### src/rtl/mcdt_formatter_if.sv
// mcdt_formatter bus interface: merged mcdt input stream plus the packet output bus.
// The slave modport is the formatter's view and the master modport is the
// upstream/consumer side. FMT_DROP_CNT_EN adds the per-channel drop counter bus.
interface mcdt_formatter_if;
    logic [31:0] mcdt_data_i;
    logic        mcdt_val_i;
    logic [1:0]  mcdt_id_i;
    logic        fmt_req_o;
    logic        fmt_grant_i;
    logic [1:0]  fmt_chid_o;
    logic [31:0] fmt_data_o;
    logic        fmt_start_o;
    logic        fmt_end_o;
    logic [2:0]  fmt_ovf_o;
    logic        fmt_id_err_o;
`ifdef FMT_DROP_CNT_EN
    logic [23:0] fmt_drop_cnt_o;

    modport master (
        output mcdt_data_i, mcdt_val_i, mcdt_id_i, fmt_grant_i,
        input  fmt_req_o, fmt_chid_o, fmt_data_o, fmt_start_o, fmt_end_o,
               fmt_ovf_o, fmt_id_err_o, fmt_drop_cnt_o
    );

    modport slave (
        input  mcdt_data_i, mcdt_val_i, mcdt_id_i, fmt_grant_i,
        output fmt_req_o, fmt_chid_o, fmt_data_o, fmt_start_o, fmt_end_o,
               fmt_ovf_o, fmt_id_err_o, fmt_drop_cnt_o
    );
`else
    modport master (
        output mcdt_data_i, mcdt_val_i, mcdt_id_i, fmt_grant_i,
        input  fmt_req_o, fmt_chid_o, fmt_data_o, fmt_start_o, fmt_end_o,
               fmt_ovf_o, fmt_id_err_o
    );

    modport slave (
        input  mcdt_data_i, mcdt_val_i, mcdt_id_i, fmt_grant_i,
        output fmt_req_o, fmt_chid_o, fmt_data_o, fmt_start_o, fmt_end_o,
               fmt_ovf_o, fmt_id_err_o
    );
`endif
endinterface

### src/rtl/mcdt_formatter.sv
// mcdt_formatter: captures the merged mcdt stream into three per-channel FIFOs and
// emits fixed-length single-channel packets round-robin under a req/grant handshake.
// Writes to a full FIFO are dropped and flagged in a sticky per-channel overflow bit.
// Optional feature macro FMT_DROP_CNT_EN: adds three 8-bit saturating drop counters.
module mcdt_formatter #(
    parameter int DEPTH   = 16,
    parameter int PKT_LEN = 4
) (
    input logic             clk_i,
    input logic             rstn_i,
    mcdt_formatter_if.slave bus
);

    localparam int AW = $clog2(DEPTH);
    localparam int CW = AW + 1;
    localparam int BW = $clog2(PKT_LEN + 1);
    localparam logic [CW-1:0] FULL_CNT  = CW'(DEPTH);
    localparam logic [CW-1:0] PKT_CNT   = CW'(PKT_LEN);
    localparam logic [BW-1:0] LAST_BEAT = BW'(PKT_LEN - 1);
    localparam logic [BW-1:0] DONE_BEAT = BW'(PKT_LEN);

    typedef enum logic [1:0] {IDLE, REQ, SEND} state_t;

    state_t      state_q, state_d;
    logic [1:0]  chid_q, chid_d;
    logic [1:0]  rr_q, rr_d;
    logic [BW-1:0] beat_q, beat_d;
    logic        req_q, req_d;
    logic        start_q, start_d;
    logic        end_q, end_d;
    logic [31:0] data_q, data_d;
    logic        pop;

    logic [31:0]   mem [3][DEPTH];
    logic [CW-1:0] count_q [3];
    logic [AW-1:0] wr_ptr_q [3];
    logic [AW-1:0] rd_ptr_q [3];

    logic [2:0]  push_sel;
    logic [2:0]  pop_sel;
    logic [2:0]  drop_sel;
    logic        id_bad;
    logic [2:0]  elig;
    logic        any_elig;
    logic [1:0]  pick_ch;
    logic [1:0]  scan_ch;
    logic [31:0] pop_data;
    logic [2:0]  ovf_q;
    logic        id_err_q;

    function automatic logic [1:0] next_ch(input logic [1:0] ch);
        return (ch == 2'd2) ? 2'd0 : ch + 2'd1;
    endfunction

    // Decide per channel whether this cycle's write is stored, dropped, or whether a pop happens
    always_comb begin
        push_sel = '0;
        drop_sel = '0;
        pop_sel  = '0;
        id_bad   = bus.mcdt_val_i && (bus.mcdt_id_i == 2'd3);
        for (int c = 0; c < 3; c++) begin
            pop_sel[c] = pop && (chid_q == 2'(c));
            if (bus.mcdt_val_i && (bus.mcdt_id_i == 2'(c))) begin
                if ((count_q[c] != FULL_CNT) || pop_sel[c]) begin
                    push_sel[c] = 1'b1;
                end else begin
                    drop_sel[c] = 1'b1;
                end
            end
        end
    end

    // A channel may request the bus once it holds at least one full packet
    always_comb begin
        elig = '0;
        for (int c = 0; c < 3; c++) begin
            elig[c] = (count_q[c] >= PKT_CNT);
        end
    end

    // Scan from the round-robin pointer upward for the first eligible channel
    always_comb begin
        any_elig = 1'b0;
        pick_ch  = rr_q;
        scan_ch  = rr_q;
        for (int i = 0; i < 3; i++) begin
            if (!any_elig && elig[scan_ch]) begin
                any_elig = 1'b1;
                pick_ch  = scan_ch;
            end
            scan_ch = next_ch(scan_ch);
        end
    end

    // Head-of-FIFO word of the channel currently owning the bus
    always_comb begin
        pop_data = '0;
        for (int c = 0; c < 3; c++) begin
            if (chid_q == 2'(c)) begin
                pop_data = mem[c][rd_ptr_q[c]];
            end
        end
    end

    // FIFO storage is not reset; emptiness is tracked by the counts alone
    always_ff @(posedge clk_i) begin
        for (int c = 0; c < 3; c++) begin
            if (push_sel[c]) begin
                mem[c][wr_ptr_q[c]] <= bus.mcdt_data_i;
            end
        end
    end

    // FIFO pointers and occupancy counts
    always_ff @(posedge clk_i or negedge rstn_i) begin
        if (!rstn_i) begin
            for (int c = 0; c < 3; c++) begin
                count_q[c]  <= '0;
                wr_ptr_q[c] <= '0;
                rd_ptr_q[c] <= '0;
            end
        end else begin
            for (int c = 0; c < 3; c++) begin
                if (push_sel[c]) begin
                    wr_ptr_q[c] <= wr_ptr_q[c] + AW'(1);
                end
                if (pop_sel[c]) begin
                    rd_ptr_q[c] <= rd_ptr_q[c] + AW'(1);
                end
                case ({push_sel[c], pop_sel[c]})
                    2'b10:   count_q[c] <= count_q[c] + CW'(1);
                    2'b01:   count_q[c] <= count_q[c] - CW'(1);
                    default: count_q[c] <= count_q[c];
                endcase
            end
        end
    end

    // Sticky error flags: overflow per channel and illegal channel id
    always_ff @(posedge clk_i or negedge rstn_i) begin
        if (!rstn_i) begin
            ovf_q    <= '0;
            id_err_q <= 1'b0;
        end else begin
            ovf_q    <= ovf_q | drop_sel;
            id_err_q <= id_err_q | id_bad;
        end
    end

`ifdef FMT_DROP_CNT_EN
    logic [7:0] drop_cnt_q [3];

    // Saturating per-channel count of dropped writes
    always_ff @(posedge clk_i or negedge rstn_i) begin
        if (!rstn_i) begin
            for (int c = 0; c < 3; c++) begin
                drop_cnt_q[c] <= '0;
            end
        end else begin
            for (int c = 0; c < 3; c++) begin
                if (drop_sel[c] && (drop_cnt_q[c] != 8'hFF)) begin
                    drop_cnt_q[c] <= drop_cnt_q[c] + 8'd1;
                end
            end
        end
    end

    assign bus.fmt_drop_cnt_o = {drop_cnt_q[2], drop_cnt_q[1], drop_cnt_q[0]};
`endif

    // State register plus the registered packet outputs and bookkeeping
    always_ff @(posedge clk_i or negedge rstn_i) begin
        if (!rstn_i) begin
            state_q <= IDLE;
            chid_q  <= '0;
            rr_q    <= '0;
            beat_q  <= '0;
            req_q   <= 1'b0;
            start_q <= 1'b0;
            end_q   <= 1'b0;
            data_q  <= '0;
        end else begin
            state_q <= state_d;
            chid_q  <= chid_d;
            rr_q    <= rr_d;
            beat_q  <= beat_d;
            req_q   <= req_d;
            start_q <= start_d;
            end_q   <= end_d;
            data_q  <= data_d;
        end
    end

    // Next-state logic: IDLE picks a channel, REQ waits for grant, SEND streams the packet
    always_comb begin
        state_d = state_q;
        case (state_q)
            IDLE:    if (any_elig) state_d = REQ;
            REQ:     if (bus.fmt_grant_i) state_d = SEND;
            SEND:    if (beat_q == DONE_BEAT) state_d = IDLE;
            default: state_d = IDLE;
        endcase
    end

    // Output logic: beats are loaded into the output registers at the edge that pops them
    always_comb begin
        chid_d  = chid_q;
        rr_d    = rr_q;
        beat_d  = beat_q;
        req_d   = 1'b0;
        start_d = 1'b0;
        end_d   = 1'b0;
        data_d  = '0;
        pop     = 1'b0;
        case (state_q)
            IDLE: begin
                if (any_elig) begin
                    chid_d = pick_ch;
                    req_d  = 1'b1;
                end
            end
            REQ: begin
                if (bus.fmt_grant_i) begin
                    pop     = 1'b1;
                    data_d  = pop_data;
                    start_d = 1'b1;
                    beat_d  = BW'(1);
                end else begin
                    req_d = 1'b1;
                end
            end
            SEND: begin
                if (beat_q != DONE_BEAT) begin
                    pop    = 1'b1;
                    data_d = pop_data;
                    end_d  = (beat_q == LAST_BEAT);
                    beat_d = beat_q + BW'(1);
                end else begin
                    beat_d = '0;
                    rr_d   = next_ch(chid_q);
                end
            end
            default: begin
                beat_d = '0;
            end
        endcase
    end

    assign bus.fmt_req_o    = req_q;
    assign bus.fmt_chid_o   = chid_q;
    assign bus.fmt_data_o   = data_q;
    assign bus.fmt_start_o  = start_q;
    assign bus.fmt_end_o    = end_q;
    assign bus.fmt_ovf_o    = ovf_q;
    assign bus.fmt_id_err_o = id_err_q;

endmodule

### src/flat_wrapper.sv
// flat-port wrapper written by rule: the top's interface ports become plain ports
module mcdt_formatter_flat 
#(
    parameter int DEPTH   = 16,
    parameter int PKT_LEN = 4
)
  (clk_i, rstn_i, bus_mcdt_data_i, bus_mcdt_val_i, bus_mcdt_id_i, bus_fmt_grant_i, bus_fmt_req_o, bus_fmt_chid_o, bus_fmt_data_o, bus_fmt_start_o, bus_fmt_end_o, bus_fmt_ovf_o, bus_fmt_id_err_o);
  mcdt_formatter_if bus_i ();
  input logic clk_i;
  input logic rstn_i;
  input wire logic [$bits(bus_i.mcdt_data_i)-1:0] bus_mcdt_data_i;
  input wire logic [$bits(bus_i.mcdt_val_i)-1:0] bus_mcdt_val_i;
  input wire logic [$bits(bus_i.mcdt_id_i)-1:0] bus_mcdt_id_i;
  input wire logic [$bits(bus_i.fmt_grant_i)-1:0] bus_fmt_grant_i;
  output wire logic [$bits(bus_i.fmt_req_o)-1:0] bus_fmt_req_o;
  output wire logic [$bits(bus_i.fmt_chid_o)-1:0] bus_fmt_chid_o;
  output wire logic [$bits(bus_i.fmt_data_o)-1:0] bus_fmt_data_o;
  output wire logic [$bits(bus_i.fmt_start_o)-1:0] bus_fmt_start_o;
  output wire logic [$bits(bus_i.fmt_end_o)-1:0] bus_fmt_end_o;
  output wire logic [$bits(bus_i.fmt_ovf_o)-1:0] bus_fmt_ovf_o;
  output wire logic [$bits(bus_i.fmt_id_err_o)-1:0] bus_fmt_id_err_o;
  assign bus_i.mcdt_data_i = bus_mcdt_data_i;
  assign bus_i.mcdt_val_i = bus_mcdt_val_i;
  assign bus_i.mcdt_id_i = bus_mcdt_id_i;
  assign bus_i.fmt_grant_i = bus_fmt_grant_i;
  assign bus_fmt_req_o = bus_i.fmt_req_o;
  assign bus_fmt_chid_o = bus_i.fmt_chid_o;
  assign bus_fmt_data_o = bus_i.fmt_data_o;
  assign bus_fmt_start_o = bus_i.fmt_start_o;
  assign bus_fmt_end_o = bus_i.fmt_end_o;
  assign bus_fmt_ovf_o = bus_i.fmt_ovf_o;
  assign bus_fmt_id_err_o = bus_i.fmt_id_err_o;
  mcdt_formatter #(.DEPTH(DEPTH), .PKT_LEN(PKT_LEN)) u_core (.clk_i(clk_i), .rstn_i(rstn_i), .bus(bus_i));
endmodule
### config.mk
export PLATFORM = sky130hd
export DESIGN_NAME = mcdt_formatter_flat
export DESIGN_NICKNAME = d
export VERILOG_FILES = /design/src/rtl/mcdt_formatter_if.sv /design/src/rtl/mcdt_formatter.sv /design/src/flat_wrapper.sv
export SDC_FILE = /design/constraint.sdc
export NUM_CORES = 2
export LEC_CHECK = 0
export ABC_CLOCK_PERIOD_IN_PS = 4850
export BUFFER_PORTS_ARGS = -buffer_cell sky130_fd_sc_hd__buf_2
export CAP_MARGIN = 20
export CORE_AREA = 2 2 460 234
export DETAILED_ROUTE_END_ITERATION = 7
export DIE_AREA = 0 0 462 236
export HOLD_SLACK_MARGIN = 0.03
export PLACE_DENSITY = 0.76
export RECOVER_POWER = 100
export SLEW_MARGIN = 25
export SYNTH_ARGS = -nofsm -noshare
export SYNTH_HDL_FRONTEND = slang
export SYNTH_SLANG_ARGS = --single-unit
### constraint.sdc
create_clock -name clk_i -period 4.85 [get_ports clk_i]
set_input_delay 0.2425 -clock clk_i [delete_from_list [all_inputs] [get_ports clk_i]]
set_output_delay 0.2425 -clock clk_i [all_outputs]
set_load 0.01 [all_outputs]
# After elaboration in Yosys (flattened, before gate mapping)
# Memory sizes are Yosys's and may differ from the RTL's.
# Index checks and enable logic that the tools add are counted.
[totals]
in_bits = 38
wordCells = 192
latchBits = 0
rom_bits = 0
out_inout_bits = 41
mem_bits_rw = 1536
n_memories = 1
ff_bits = 87
[memory_table]
columns = ["name", "depth", "width", "read_ports", "rd_clocked_by_memory_dff", "wr", "line_no", "text"]
rows = [
  ["u_core.mem", 3, 512, 3, 0, 1, "mcdt_formatter.sv:34", "logic [31:0] mem [3][DEPTH];"],
]
[classes]
n_shift = 0
n_reduce_logical = 29
order_cmp = 15
n_addsub = 16
eq_ne = 24
mul = 0
div = 0
bitwise = 10
muxes = 78
[ops]
columns = ["op", "count"]
rows = [
  ["two-way mux 512 bit", 7],
  ["OR reduction 512 bit", 2],
  ["two-way mux 32 bit", 14],
  ["binary-select mux 32 bit (select 4 bit)", 3],
  ["demux 32 bit (select 4 bit)", 3],
  ["one-hot mux 32 bit (2 select lines)", 1],
  ["greater-or-equal comparator 5 bit, second input constant", 6],
  ["inverter 4 -> 5 bit", 6],
  ["one-hot mux 5 bit (2 select lines)", 3],
  ["two-way mux 1 bit", 28],
  ["adder 4 x 1 -> 4 bit, second input constant", 6],
  ["two-way mux 2 bit", 10],
  ["equality test 2 bit, second input constant", 9],
  ["adder 5 x 1 -> 5 bit, second input constant", 3],
  ["greater-or-equal comparator 5 x 3 -> 1 bit, second input constant", 3],
  ["< comparator 5 x 1 -> 1 bit, second input constant", 3],
  ["inequality test 5 bit, second input constant", 3],
  ["subtractor 5 x 1 -> 5 bit, second input constant", 3],
  ["equality test 2 x 1 -> 1 bit, second input constant", 6],
  ["logical AND 1 bit", 12],
  ["< comparator 2 x 3 -> 1 bit, second input constant", 3],
  ["one-hot mux 3 bit (3 select lines)", 1],
  ["adder 2 x 1 -> 2 bit, second input constant", 3],
  ["binary-select mux 1 bit (select 2 bit)", 3],
  ["other kinds (18)", 31],
]

# Depth between registers and ports, before layout
[depth]
depth_word = 12
depth_mapped = 16

# Worst setup path before layout
# Ideal clock, no wire load.
[synth_timing]
path_kind = "register to register"
startpoint = "reg u_core.state_q[1]"
endpoint = "mem u_core.mem[0][384] (netlist bit) (enable)"
path_stages_with_launch = 9
path_buffers = 1
arrival_time_ns = 3.934
setup_slack_ns = 0.455
path_cell_list = "dfrtp_1 inv_1 ha_1 and2_0 clkbuf_1 o211ai_1 a31oi_2 nand2_1 nor3_1"
[synth_between]
elab_chain_cells = 11
[synth_rtl]
columns = ["element", "line_no", "text"]
rows = [
  ["start, declared", "mcdt_formatter.sv:24", "state_t state_q, state_d;"],
  ["start signal, assigned", "mcdt_formatter.sv:183", "state_q <= state_d;"],
  ["equality test 2 bit or equality test 2 x 1 -> 1 bit (tied branches)", "mcdt_formatter.sv:215", "case (state_q)"],
  ["one-hot mux 1 bit (2 select lines) *", "mcdt_formatter.sv:215", ""],
  ["logical AND 1 bit", "mcdt_formatter.sv:62", "pop_sel[c] = pop && (chid_q == 2'(c));"],
  ["logical OR 1 bit", "mcdt_formatter.sv:64", "if ((count_q[c] != FULL_CNT) || pop_sel[c]) begin"],
  ["two-way mux 1 bit", "mcdt_formatter.sv:64", ""],
  ["two-way mux 1 bit", "mcdt_formatter.sv:63", "if (bus.mcdt_val_i && (bus.mcdt_id_i == 2'(c))) begin"],
  ["two-way mux 1 bit", "mcdt_formatter.sv:108", "if (push_sel[c]) begin"],
  ["two-way mux 512 bit (not written as such)", "mcdt_formatter.sv:109", "mem[c][wr_ptr_q[c]] <= bus.mcdt_data_i;"],
  ["OR reduction 512 bit (no line)", "--", ""],
  ["two-way mux 2 bit (no line) or two-way mux 512 bit (tied branches) (2 in series)", "--", ""],
  ["end, declared", "mcdt_formatter.sv:34", ""],
]
# Every way passes the cells marked *; elsewhere a longest branch is shown, timed or not.

# Worst setup path after layout
[layout_timing]
startpoint = "reg u_core.state_q[0]"
endpoint = "mem u_core.mem[0][121] (netlist bit) (enable)"
# Same word-level chain as after synthesis.

==> results by group <==
Pwr
  • Static Leak: ~0.022 uW
  • Comb power frac: 21.9%
  • Pwr/cell area: approximately 520 nW/um^2
  • Power Internal: 25700 uW
  • Clock power share: 30.7%
  • Sw Share: 27.9%
  • Sw power: ~9900 uW
  • Sequential Power Share: a little under half
  • Worst vdd ir: approximately 0.00040 V

Place
  • Post-DP HPWL: 81800 um
  • GPL Wtd Cong: 0.863
  • IO Port Bufs: 78

Run status
  • Violated checks: capacitance limit, slew limit
  • Outcome: finished with violations

Setup path
  • WP data arrival: around 4.7 ns
  • Worst R2R End: u_core.mem[0][121]
  • Cells on worst reg2reg path: 8
  • Crit-path cells: inv_1 > ha_1 > a21boi_2 > o211ai_1 > a31oi_2 > nand2_1 > nor2_1 > clkbuf_2
  • CP max FO: 26
  • Setup crit end kind: flop
  • R2r startpoint: u_core.state_q[0]
  • CP top delay family: compound AO/OA/AOI/OAI gates
  • Slowest CP cell: clkbuf_2
  • Worst Path Class, Setup: flop to flop
  • CP peak stage delay: 0.96 ns
  • Flop-to-flop setup slack: around 0.5 ns
  • Buf/Inv on CP: 2
  • CP required: between 5 and 6 ns
  • Startpoint types: flop

Run
  • Max-Cap Viols: 46

GRT
  • Global route overflow: 0
  • Initial antenna violation count: 0
  • First-pass GRT wire length: between 200000 and 250000 um
  • GR Util met3: 5.70%
  • GRT Max-Usage Layer: met1
  • Grt met1 use: 43.2%
  • Total global-route track usage: 27.2%
  • Largest net degree at the start of global routing: 80
  • Vias in the first global route: roughly 30k
  • M2 GR Usage: 39.0%

Final layout
  • Fin nets: slightly above 3k
  • Ratio of cells with drive above 1 in the final layout: 23.7%
  • Diodes inserted: 0
  • FILL cells: between 6k and 7k
  • Area Overhead vs Synth: 10.6%

Clocking
  • Clock sink count: 1623
  • H-tree depth: 4
  • CTS tree: built
  • Clock Latency Late Sink: approximately 0.77 ns
  • Resize count post-CTS: 0
  • Maximum buffer depth of the clock tree: 3
  • TritonCTS buffer count: between 100 and 150
  • Clock-pin slew on the worst setup and hold paths: 0.07 ns
  • CTS Root Cell: clkbuf_16

Floorplan
  • Initial Util: 59.1%
  • I/O pins: 79
  • Core footprint: 106000 um^2
  • Rows: 85
  • Die X: 462 um
  • Die Area: 109000 um^2
  • Die extent in y: approximately 240 um

Timing
  • Setup TNS: 0 ns
  • Slew Limit Headroom: -116%
  • Crit share post-route: between 80% and 90%
  • Fin crit period: 4.35 ns
  • F_max: 230 MHz
  • Unrepaired setup endpoints after global routing: false
  • Setup violations, final: 0
  • Final Hold Fails: 0
  • Worst-margin pin slew: around 3.2 ns
  • Post-route worst hold slack: between 0.3 and 0.4 ns
  • Clock Skew: 0.0332 ns
  • Fin. max-slew vios: 2009

Yosys
  • Post-synthesis register bit count: approximately 1.6k
  • Share of async-settable or async-resettable flops after synthesis: 5.36%
  • Syn nets: 2864
  • Synth Flop Type: edfxtp_1
  • Post-synthesis cell type count: 58
  • Ys Warns: 0
  • Synth top area share: 73.8%
  • Number of synthesized flops with an enable pin: 1536
  • Synthesized area per cell: 22.4 um^2
  • Area leader, netlist: edfxtp_1
  • Ranking of synthesized cells by area: edfxtp_1 74%, mux4_2 15%, dfrtp_1 3.5%
  • Post-Syn Area: between 60000 and 70000 um^2
  • Mapped Cells: 2793
  • Seq/Total Area, Yosys: between 70% and 80%

Routing
  • Initial DRC count: about 4.4k
  • DRT Pass-1 Iters: 6
  • Wire length per cell: 32.2 um
  • Final ANT Viol Nets: 0
  • Vias: 30.3k
  • Routed WL: 145000 um
  • DRC: 0
  • DR vias/cell: 6.74

Min path
  • Worst Hold Path EP: u_core.bus.fmt_req_o
  • Min-delay worst type: input port to flop
  • Worst hold start: bus_fmt_grant_i
  • Hold path depth: 4
sequential cells by signal, indices dropped and copies added, names as in the netlist:
register	count
u_core.bus.fmt_data_o	32
u_core.bus.fmt_start_o	1
u_core.wr_ptr_q	12
u_core.bus.fmt_id_err_o	1
u_core.bus.fmt_end_o	1
u_core.rr_q	2
u_core.bus.fmt_req_o	1
u_core.state_q	2
u_core.bus.fmt_ovf_o	3
u_core.rd_ptr_q	12
u_core.bus.fmt_chid_o	2
u_core.mem	1536
u_core.beat_q	3
u_core.count_q	15
cells by family (layout without fill, tap and decap cells):
| family | Yosys count | count (layout) | share of synthesized area (%) |
|---|---|---|---|
| xor gates and xnor gates | 35 | 35 | 0.490 |
| buffers and inverters | 171 | 443 | 1.40 |
| AOI/OAI and AO/OA | 191 | 191 | 2.04 |
| and+or+nand+nor | 222 | 222 | 1.67 |
| DFF | 1623 | 1623 | 77.2 |
| muxes | 518 | 518 | 16.5 |
| adders and majority gates | 33 | 33 | 0.672 |
area by class of cell:
cell class              count  area, um^2  area share [%]
flip-flops and latches   1623       48300            69.9
clock buffers             185        3770            5.46
inverters                  26        97.6           0.141
repair buffers            170        1040            1.50
multi-input cells         999       13500            19.5
clock inverters            62         603           0.872
well taps                1435        1800            2.60
cell usage in the layout, fill, tap and decap left out, types with 9 or more instances in the layout:
cell type / count
nand2b_1: 11
a22oi_1: 57
mux2i_1: 96
clkbuf_2: 25
xor2_1: 15
buf_4: 31
and2_1: 9
mux4_2: 408
buf_12: 12
nor2_4: 17
inv_1: 26
edfxtp_1: 1536
nor2b_1: 13
bufinv_16: 9
clkinv_2: 15
clkbuf_16: 142
ha_1: 32
a21oi_1: 66
xnor2_1: 20
o21ai_0: 15
nand2_1: 90
clkbuf_1: 126
dfrtp_1: 78
mux2_2: 14
clkinv_1: 21
nor2_1: 22
nor3_1: 17
layer usage:
| layer | vias up | part of all wire [%] |
|---|---|---|
| met3 | 192 | 11 |
| met1 | 16100 | 42 |
| li1 | 12000 | - |
| met5 | - | 0 |
| met4 | 0 | 2.1 |
| met2 | 2000 | 45 |
worst min-delay path: stages:
cell and delay [ns]:
dlygate4sd3_1 0.52, buf_2 0.11, nand2b_1 0.16, nand2_1 0.08
metrics by stage:
stage	power, uW	util, %	cells	instance area (um^2)	setup WS (ns)
2_1_floorplan	22500	-	2793	62500	0.455
3_3_place_gp	24700	61.5	4246	65000	1.07
3_5_place_dp	25000	61.5	4246	65100	0.820
4_1_cts	35900	65.7	4500	69500	0.794
5_1_grt	36900	65.3	4500	69100	0.261
6_report	35600	65.3	4500	69100	0.501
how the worst max path moves through the flow:
stage	cells past startpoint	end	start	slack [ns]
2_1_floorplan	8	u_core.mem[0][384]	u_core.state_q[1]	0.46
3_3_place_gp	14	u_core.count_q[14]	u_core.state_q[0]	1.07
3_5_place_dp	14	u_core.count_q[14]	u_core.state_q[0]	0.82
4_1_cts	14	u_core.count_q[14]	u_core.state_q[0]	0.79
5_1_grt	8	u_core.mem[0][188]	u_core.state_q[0]	0.26
6_report	8	u_core.mem[0][121]	u_core.state_q[0]	0.50
power groups by stage:
stage	clock network (uW)	registers, uW	logic, uW
finish	10900	16900	7820
global route	11600	17000	8310
CTS	11100	16900	7950
detailed placement	0	17200	7860
global placement	0	17100	7630
floorplan	0	16500	6010
cells in the mapped netlist (14+ instances only):
library cell and number:
buf_4 40, clkbuf_1 41, mux2i_1 96, nor2b_1 15, nand2_1 90, inv_1 26, o21ai_0 15, a22oi_1 57
nor3_1 19, ha_1 32, edfxtp_1 1536, dfrtp_1 87, xor2_1 15, xnor2_1 20, mux2_2 14, nor2_1 43
a21oi_1 66, mux4_2 408, buf_2 43, buf_1 17
timing repair:
action                    in CTS  in global routing
buffers inserted               0                  0
hold endpoints to repair      64                  0
hold buffers                   7                  0
Note: power is estimated with default switching activity, not from simulation.
